[config.mk]
export PLATFORM = sky130hd
export DESIGN_NAME = moore_11011_frame_tx
export DESIGN_NICKNAME = d
export VERILOG_FILES = /design/src/rtl/moore_11011_frame_tx.sv
export SDC_FILE = /design/constraint.sdc
export NUM_CORES = 1
export LEC_CHECK = 0
export ABC_AREA = 1
export CORE_MARGIN = 4
export CORE_UTILIZATION = 50
export DETAILED_ROUTE_END_ITERATION = 6
export HOLD_SLACK_MARGIN = 0.02
export PLACE_DENSITY = 0.72
export SYNTH_ARGS = -nofsm -noshare
export SYNTH_HDL_FRONTEND = slang
export SYNTH_SLANG_ARGS = --single-unit
[constraint.sdc]
create_clock -name clk -period 2.2 [get_ports clk]
set_input_delay 0.44 -clock clk [delete_from_list [all_inputs] [get_ports clk]]
set_output_delay 0.44 -clock clk [all_outputs]
set_load 0.1 [all_outputs]
[src/rtl/moore_11011_frame_tx.sv]
// moore_11011_frame_tx
//   Serial frame transmitter for the 11011 sync-word link. Each word taken on
//   the valid/ready handshake goes out MSB first as one frame:
//   SYNC_LEN sync bits, DATA_W payload bits, then one guard bit at IDLE_BIT.
//   Every output is a register, so nothing passes combinationally from an
//   input to an output.
//
// Ports
//   clk          system clock, rising edge
//   rst_n        asynchronous active-low reset
//   data_in      payload word, sampled only on an accepted handshake
//   data_valid   payload word available
//   data_ready   block can take a word this cycle (IDLE or GUARD)
//   out          serial line
//   out_valid    a frame bit (sync, data or guard) is on out
//   sync_active  a sync bit is on out
//   busy         state is not IDLE
//   frame_done   guard-bit cycle of a frame
module moore_11011_frame_tx #(
    parameter int                  DATA_W    = 8,
    parameter int                  SYNC_LEN  = 5,
    parameter logic [SYNC_LEN-1:0] SYNC_WORD = 5'b11011,
    parameter logic                IDLE_BIT  = 1'b0
) (
    input  logic              clk,
    input  logic              rst_n,
    input  logic [DATA_W-1:0] data_in,
    input  logic              data_valid,
    output logic              data_ready,
    output logic              out,
    output logic              out_valid,
    output logic              sync_active,
    output logic              busy,
    output logic              frame_done
);

    localparam int MAXC  = (SYNC_LEN > DATA_W) ? SYNC_LEN : DATA_W;
    localparam int CNT_W = (MAXC > 1) ? $clog2(MAXC) : 1;

    typedef enum logic [1:0] {IDLE, SYNC, DATA, GUARD} state_t;

    state_t              state, nxt_state;
    logic [CNT_W-1:0]    cnt, nxt_cnt;
    logic [DATA_W-1:0]   shreg, nxt_shreg;
    logic [SYNC_LEN-1:0] sync_sh;
    logic                accept;
    logic                nxt_out;

    // data_ready is a registered copy of (state is IDLE or GUARD), so it
    // doubles as the acceptance qualifier.
    assign accept = data_valid && data_ready;

    always_comb begin
        nxt_state = state;
        nxt_cnt   = cnt;
        nxt_shreg = shreg;
        case (state)
            IDLE, GUARD: begin
                if (accept) begin
                    nxt_state = SYNC;
                    nxt_cnt   = '0;
                    nxt_shreg = data_in;
                end else begin
                    nxt_state = IDLE;
                end
            end
            SYNC: begin
                if (cnt == CNT_W'(SYNC_LEN - 1)) begin
                    nxt_state = DATA;
                    nxt_cnt   = '0;
                end else begin
                    nxt_cnt = cnt + CNT_W'(1);
                end
            end
            DATA: begin
                nxt_shreg = shreg << 1;
                if (cnt == CNT_W'(DATA_W - 1)) begin
                    nxt_state = GUARD;
                    nxt_cnt   = '0;
                end else begin
                    nxt_cnt = cnt + CNT_W'(1);
                end
            end
            default: begin
                nxt_state = IDLE;
                nxt_cnt   = '0;
            end
        endcase

        // Outputs are decoded from the next state so they land in registers
        // aligned with the state they describe.
        sync_sh = SYNC_WORD << nxt_cnt;
        case (nxt_state)
            SYNC:    nxt_out = sync_sh[SYNC_LEN-1];
            DATA:    nxt_out = nxt_shreg[DATA_W-1];
            default: nxt_out = IDLE_BIT;
        endcase
    end

    always_ff @(posedge clk or negedge rst_n) begin
        if (!rst_n) begin
            state       <= IDLE;
            cnt         <= '0;
            shreg       <= '0;
            out         <= IDLE_BIT;
            out_valid   <= 1'b0;
            sync_active <= 1'b0;
            busy        <= 1'b0;
            frame_done  <= 1'b0;
            data_ready  <= 1'b1;
        end else begin
            state       <= nxt_state;
            cnt         <= nxt_cnt;
            shreg       <= nxt_shreg;
            out         <= nxt_out;
            out_valid   <= (nxt_state != IDLE);
            busy        <= (nxt_state != IDLE);
            sync_active <= (nxt_state == SYNC);
            frame_done  <= (nxt_state == GUARD);
            data_ready  <= (nxt_state == IDLE) || (nxt_state == GUARD);
        end
    end

endmodule
==> results.txt, run 1 <==
Post-DP HPWL -> 1390 um
# hold bufs at CTS -> 0
initial DRC count -> 19
crit-path max FO -> 9
CTS tree -> built
CP peak stage delay -> 0.41 ns
first-pass GRT wire length -> 3190 um
most frequent cells in the layout -> inv_1, nand2_1, dfrtp_1, clkdlybuf4s50_1
final hold violation count -> 0
H-Tree Depth -> 1
number of fill cells in the layout -> 156
Bufs and invs on worst path -> 3
Sw Ratio -> 50.6%
Core Region -> 1760 um^2
crit path launch type -> flip-flop
Pwr Total -> 1.59 mW
Worst EP required -> 2.42 ns
DRT Pass-1 Iters -> 4
simple-gate share of the synthesized area -> 17.8%
clock latency on the worst-skew pair -> 0.29 ns
Post-Syn Area -> 956 um^2
Leak -> 0.592 nW
number of I/O pins -> 17
number of port buffers -> 16
Max-Cap Viols -> 0
Total GRT Usage -> 15.7%
Crit Path Category -> flip-flop to flip-flop
Final setup viols -> 0
worst path cell trace -> inv_1 -> ha_1 -> inv_1 -> nand2_1 -> nand2_1 -> a31oi_1 -> inv_1 -> ha_1 -> a21oi_2
largest net degree at the start of global routing -> 19
Worst-path clk slew -> 0.10 ns
chip height -> 51.7 um
Synth Area in Compound Gates -> 13.0%
arrival time at the worst endpoint -> 2.19 ns
Post-CTS Setup Repair Bufs -> 0
Ys Warns -> 0
sw power -> 0.804 mW
Post-Synth Adder-Cell Area -> 11.8%
Mapped Cells -> 104
worst rel slew slack -> 69.8%
Placer Congestion -> 0.773
measured slew at the worst slew-check pin -> 0.453 ns
Crit. End Element -> flip-flop
total grt overflow -> 0
power per cell area -> 1350 nW/um^2
share of layout cells above drive strength 1 -> 17.6%
Comb power frac -> 55.8%
layout overhead on the synthesized area -> 23.3%
CTS buffer count -> 3
crit-path most repeated cell -> inv_1
CTS resizes -> 0
Starting Density -> 54.2%
Final Max Slew Viols -> 0
sequential-to-total area share from yosys stat -> 47.3%
root buffer cell -> clkbuf_4
slowest cell on the critical path -> dfrtp_1
Synth Net Count -> 124
XOR/XNOR share of the synthesized area -> 0%
Largest delay share family, worst path -> adder cells
setup TNS -> 0 ns
initial antenna violation count -> 0
largest buffer count on any clock path -> 2
Via density -> 4.89
Clock Sinks -> 18
final WL -> 1800 um
antenna diode count -> 0
Die Wd -> 51.7 um
Post-DRT Antenna Nets -> 0
row cnt -> 15
flop and latch count out of synthesis -> 18
Synth cell types -> 20
internal power -> 0.787 mW
status -> finished clean
commonest non-fill, non-tap cell in the layout -> inv_1
final net count -> 146
f_max -> 508 MHz
HP Class -> primary input to async pin
total die area -> 2680 um^2
wire per inst -> 12.0 um
Tcrit/Tclk final -> 89.4%
peak supply drop -> 1.05 mV
Flop pwr share -> 31.9%
vias in the first global route -> 749
mux contribution to synthesized area -> 0%
minimum clock period -> 1.97 ns
Clock power frac -> 12.4%
Final Skew -> 0.00247 ns
DR vias -> 733
mean area per synthesized cell -> 9.19 um^2
largest family of logic cells by synthesized area -> simple AND/OR/NAND/NOR gates
Remaining DRCs -> 0
unrepaired setup endpoints after global routing -> false
power by group through the flow:
stage	clock, mW	sequential [mW]	combinational [mW]
global route	0.224	0.521	0.966
finish	0.197	0.507	0.887
global placement	0	0.511	0.873
floorplan	0	0.735	0.475
CTS	0.202	0.507	0.892
detailed placement	0	0.513	0.889
final cells by class:
cell class | count | area, um^2 | area share, %
well taps | 25 | 31.3 | 2.65
inverters | 22 | 85.1 | 7.22
flip-flops and latches | 18 | 452 | 38.3
repair buffers | 19 | 168 | 14.2
clock buffers | 4 | 36.3 | 3.08
multi-input cells | 62 | 407 | 34.5
worst register-to-register path: stages, from the launching register on:
cell and delay [ns]:
dfrtp_1 0.41, inv_1 0.07, ha_1 0.34, inv_1 0.17, nand2_1 0.12, nand2_1 0.06, a31oi_1 0.21, inv_1 0.10
ha_1 0.33, a21oi_2 0.11
kinds of logic (layout without fill, tap and decap cells):
logic type                 after synthesis  after routing
buffers and inverters                   24             45
and+or+nand+nor                         35             35
adders and majority gates                9              9
AOI/OAI and AO/OA                       18             18
DFF                                     18             18
stage by stage:
stage	worst slack, ns	instances	instance area (um^2)	hold slack, ns	util, %
after global routing	0.0496	150	1180	0.468	66.8
after global placement	0.279	146	1140	0.497	64.8
after floorplan	0.278	104	956	0.144	-
after CTS	0.232	150	1180	0.467	66.8
after detailed placement	0.244	146	1140	0.481	64.8
final	0.233	150	1180	0.465	66.8
flip-flops by register name (all words and copies together) (netlist names):
register,flops
frame_done,1
sync_active,1
data_ready,1
busy,1
state,2
cnt,3
out,1
shreg,8
synth_stat cells (all sizes together):
library cell / number / area, um^2
o211ai: 1 / 7.51
a21oi: 2 / 17.5
nor2: 5 / 35.0
dfrtp: 17 / 425
ha: 9 / 113
a31oi: 1 / 6.26
nand3: 6 / 30.0
inv: 22 / 85.1
buf: 2 / 12.5
nand2: 24 / 105
dfstp: 1 / 26.3
o21ai: 2 / 10.0
a22oi: 6 / 45.0
o22ai: 6 / 37.5
layer usage:
layer  part of all wire [%]  GRT usage [%]
met1                     47           20.0
met2                     47           26.7
met3                    4.6           2.58
met4                    1.1           5.24
met5                      0              0
path summary, 6_finish.rpt:
kind | slack [ns] | from | endpoint | cells after the start
worst max-delay path | 0.23 | state[0] | out | 9
worst min-delay path | 0.46 | rst_n | shreg[1] | 2
worst max register to register | 0.23 | state[0] | out | 9
worst min register to register | 0.50 | shreg[7] | shreg[7] | 2
max in group asynchronous | 1.48 | rst_n | data_ready | 2
min in group clk | 0.50 | shreg[7] | shreg[7] | 2
Power figures use the tool's default switching activity.
==> inputs of run 2 (changes only) <==
--- a/config.mk
+++ b/config.mk
@@ -7,10 +7,12 @@
 export LEC_CHECK = 0
 export ABC_AREA = 1
 export CORE_MARGIN = 4
-export CORE_UTILIZATION = 50
+export CORE_UTILIZATION = 55
 export DETAILED_ROUTE_END_ITERATION = 6
+export DONT_BUFFER_PORTS = 1
+export GPL_TIMING_DRIVEN = 0
 export HOLD_SLACK_MARGIN = 0.02
-export PLACE_DENSITY = 0.72
+export PLACE_DENSITY = 0.66
 export SYNTH_ARGS = -nofsm -noshare
 export SYNTH_HDL_FRONTEND = slang
 export SYNTH_SLANG_ARGS = --single-unit
==> constraint.sdc (replaced) <==
create_clock -name clk -period 2.2 [get_ports clk]
set_input_delay 0.44 -clock clk [delete_from_list [all_inputs] [get_ports clk]]
set_output_delay 0.44 -clock clk [all_outputs]
set_load 0.01 [all_outputs]
==> run 2 against run 1 <==
  * Core utilization down 1.6 points
  * Highest routed layer unchanged
  * Design area decreased by 13%
  * Clock power rose by 2%
  * Global-route usage is 1.4 points higher
  * Sequential power up 4%
  * Total power shrank 22%
  * Register-to-register slack got worse by 0.03 ns
  * First-iteration DRC count down 84%
  * Critical endpoint unchanged
  * Clock-buffer cell count unchanged
  * Maximum frequency fell by 1.7%
  * Final cell count is 17% lower
  * Non-clock buffer count decreased by 16
==> results.txt, run 2 (synthesis gave the netlist of run 1 again) <==
status -> finished clean (unchanged)
setup TNS -> 0 ns (unchanged)
met3 wire len -> 89 um (was 82 um)
largest net degree at the start of global routing -> 19 (unchanged)
root buffer cell -> clkbuf_4 (unchanged)
Core Region -> 1580 um^2 (was 1760 um^2)
Worst R2R Path Depth -> 10 (was 9)
Via density -> 5.62 (was 4.89)
setup slack, reg-to-reg -> 0.20 ns (was 0.23 ns)
HP Class -> primary input to flip-flop (was primary input to async pin)
met1 WL -> 741 um (was 847 um)
placed insts -> 120 (was 146)
top flop regs -> shreg (8), cnt (3), state (2) (unchanged)
setup ws final -> 0.200 ns (was 0.233 ns)
final hold violation count -> 0 (unchanged)
row cnt -> 14 (was 15)
most frequent cells in the layout -> inv_1, nand2_1, dfrtp_1, ha_1 (was inv_1, nand2_1, dfrtp_1, clkdlybuf4s50_1)
uppermost layer routed -> met4 (unchanged)
number of flip-flops in the largest register -> 8 (unchanged)
met2 WL -> 854 um (was 849 um)
initial antenna violation count -> 0 (unchanged)
Top reg by flops -> shreg (unchanged)
first-pass GRT wire length -> 3190 um (about the same)
Reg-to-Reg Start -> state[0] (unchanged)
Hold Crit Start -> data_in[0]
initial DRC count -> 3 (was 19)
DR vias -> 702 (was 733)
crit path launch type -> flip-flop (unchanged)
Post-DP HPWL -> 1310 um (was 1390 um)
Worst EP required -> 2.43 ns (was 2.42 ns)
chip height -> 49.7 um (was 51.7 um)
worst rel slew slack -> 45.7% (was 69.8%)
H-Tree Depth -> 1 (unchanged)
Starting Density -> 60.6% (was 54.2%)
arrival time at the worst endpoint -> 2.23 ns (was 2.19 ns)
Pwr Total -> 1.23 mW (was 1.59 mW)
Die Wd -> 49.7 um (was 51.7 um)
non-filler cells, final -> 125 (was 150)
number of I/O pins -> 17 (unchanged)
Total GRT Usage -> 17.1% (was 15.7%)
Worst-path clk slew -> 0.10 ns (about the same)
clock latency on the worst-skew pair -> 0.29 ns (about the same)
Post-DRT Antenna Nets -> 0 (unchanged)
worst reg2reg path endpoint -> out (unchanged)
peak supply drop -> 0.605 mV (was 1.05 mV)
share of layout cells above drive strength 1 -> 14.7% (was 17.6%)
unrepaired setup endpoints after global routing -> false (unchanged)
Crit Path Category -> flip-flop to flip-flop (unchanged)
wire per inst -> 13.8 um (was 12.0 um)
Final setup viols -> 0 (unchanged)
number of fill cells in the layout -> 138 (was 156)
Crit. End Element -> flip-flop (unchanged)
commonest non-fill, non-tap cell in the layout -> inv_1 (unchanged)
power per cell area -> 1200 nW/um^2 (was 1350 nW/um^2)
dpl ws -> 0.135 ns (was 0.244 ns)
crit-path max FO -> 9 (unchanged)
f_max -> 500 MHz (was 508 MHz)
final net count -> 130 (was 146)
largest buffer count on any clock path -> 2 (unchanged)
hold path endpoint -> shreg[0]
measured slew at the worst slew-check pin -> 0.811 ns (was 0.453 ns)
number of port buffers -> 0 (was 16)
Leak -> 0.522 nW (was 0.592 nW)
antenna diode count -> 0 (unchanged)
Placer Congestion -> 0.785 (was 0.773)
total grt overflow -> 0 (unchanged)
DRT Pass-1 Iters -> 2 (was 4)
minimum clock period -> 2.00 ns (was 1.97 ns)
CTS tree -> built (unchanged)
Clock Sinks -> 18 (unchanged)
final WL -> 1720 um (was 1800 um)
Remaining DRCs -> 0 (unchanged)
total die area -> 2470 um^2 (was 2680 um^2)
Post-CTS Setup Repair Bufs -> 0 (unchanged)
Tcrit/Tclk final -> 90.9% (was 89.4%)
Final Skew -> 0.00355 ns (was 0.00247 ns)
layout overhead on the synthesized area -> 7.59% (was 23.3%)
Cells on Worst Hold Path -> 2
CTS buffer count -> 3 (unchanged)
Max-Cap Viols -> 0 (unchanged)
vias in the first global route -> 738 (was 749)
Final Max Slew Viols -> 0 (unchanged)
[run 2: what timing repair did]
item / CTS / global route
gates resized for setup: 0 / 1
hold buffers: 1 / 0
hold endpoints to repair: 18 / 0
endpoints found under the setup margin: 0 / 1
[run 2: how the worst max path moves through the flow]
stage / startpoint / to / cells after the start / slack, ns
2_1_floorplan: state[0] / out / 8 / 0.42
3_3_place_gp: state[0] / out / 10 / 0.17
3_5_place_dp: state[0] / out / 10 / 0.13
4_1_cts: state[0] / out / 10 / 0.11
5_1_grt: state[0] / out / 10 / 0.007
6_report: state[0] / out / 10 / 0.20
[run 2: through the flow]
step	utilization, %	cell area [um^2]	hold slack, ns
floorplan	-	956	0.144
global placement	61.9	976	0.145
detailed placement	61.9	976	0.145
CTS	64.8	1020	0.306
global route	65.2	1030	0.304
finish	65.2	1030	0.311
[run 2: final cells by class]
class	count	area [um^2]	area share [%]
inverter	22	85.1	8.27
multi-input combinational	62	413	40.1
clock buffer	4	36.3	3.53
buffer	2	12.5	1.22
tap	16	20.0	1.95
sequential	18	452	43.9
timing repair buffer	1	10.0	0.973
[run 2: routing by layer]
metal  track usage [%]  up-vias
met2              28.0       18
met1              19.9      334
met5                 0        -
li1                  -      345
met3              5.12        5
met4              9.22        0
[run 2: power breakdown]
group,total (mW),internal (mW),switching [mW]
logic,0.508,0.174,0.334
clock network,0.201,0.101,0.101
registers,0.525,0.447,0.0776
[run 2: worst max-delay path, cell delays in order (launching register included)]
cell and delay, ns:
dfrtp_1 0.41, inv_1 0.07, ha_1 0.14, buf_2 0.21, inv_1 0.13, nand2_1 0.11, nand2_1 0.07, a31oi_2 0.25
inv_1 0.11, ha_1 0.33, a21oi_2 0.10
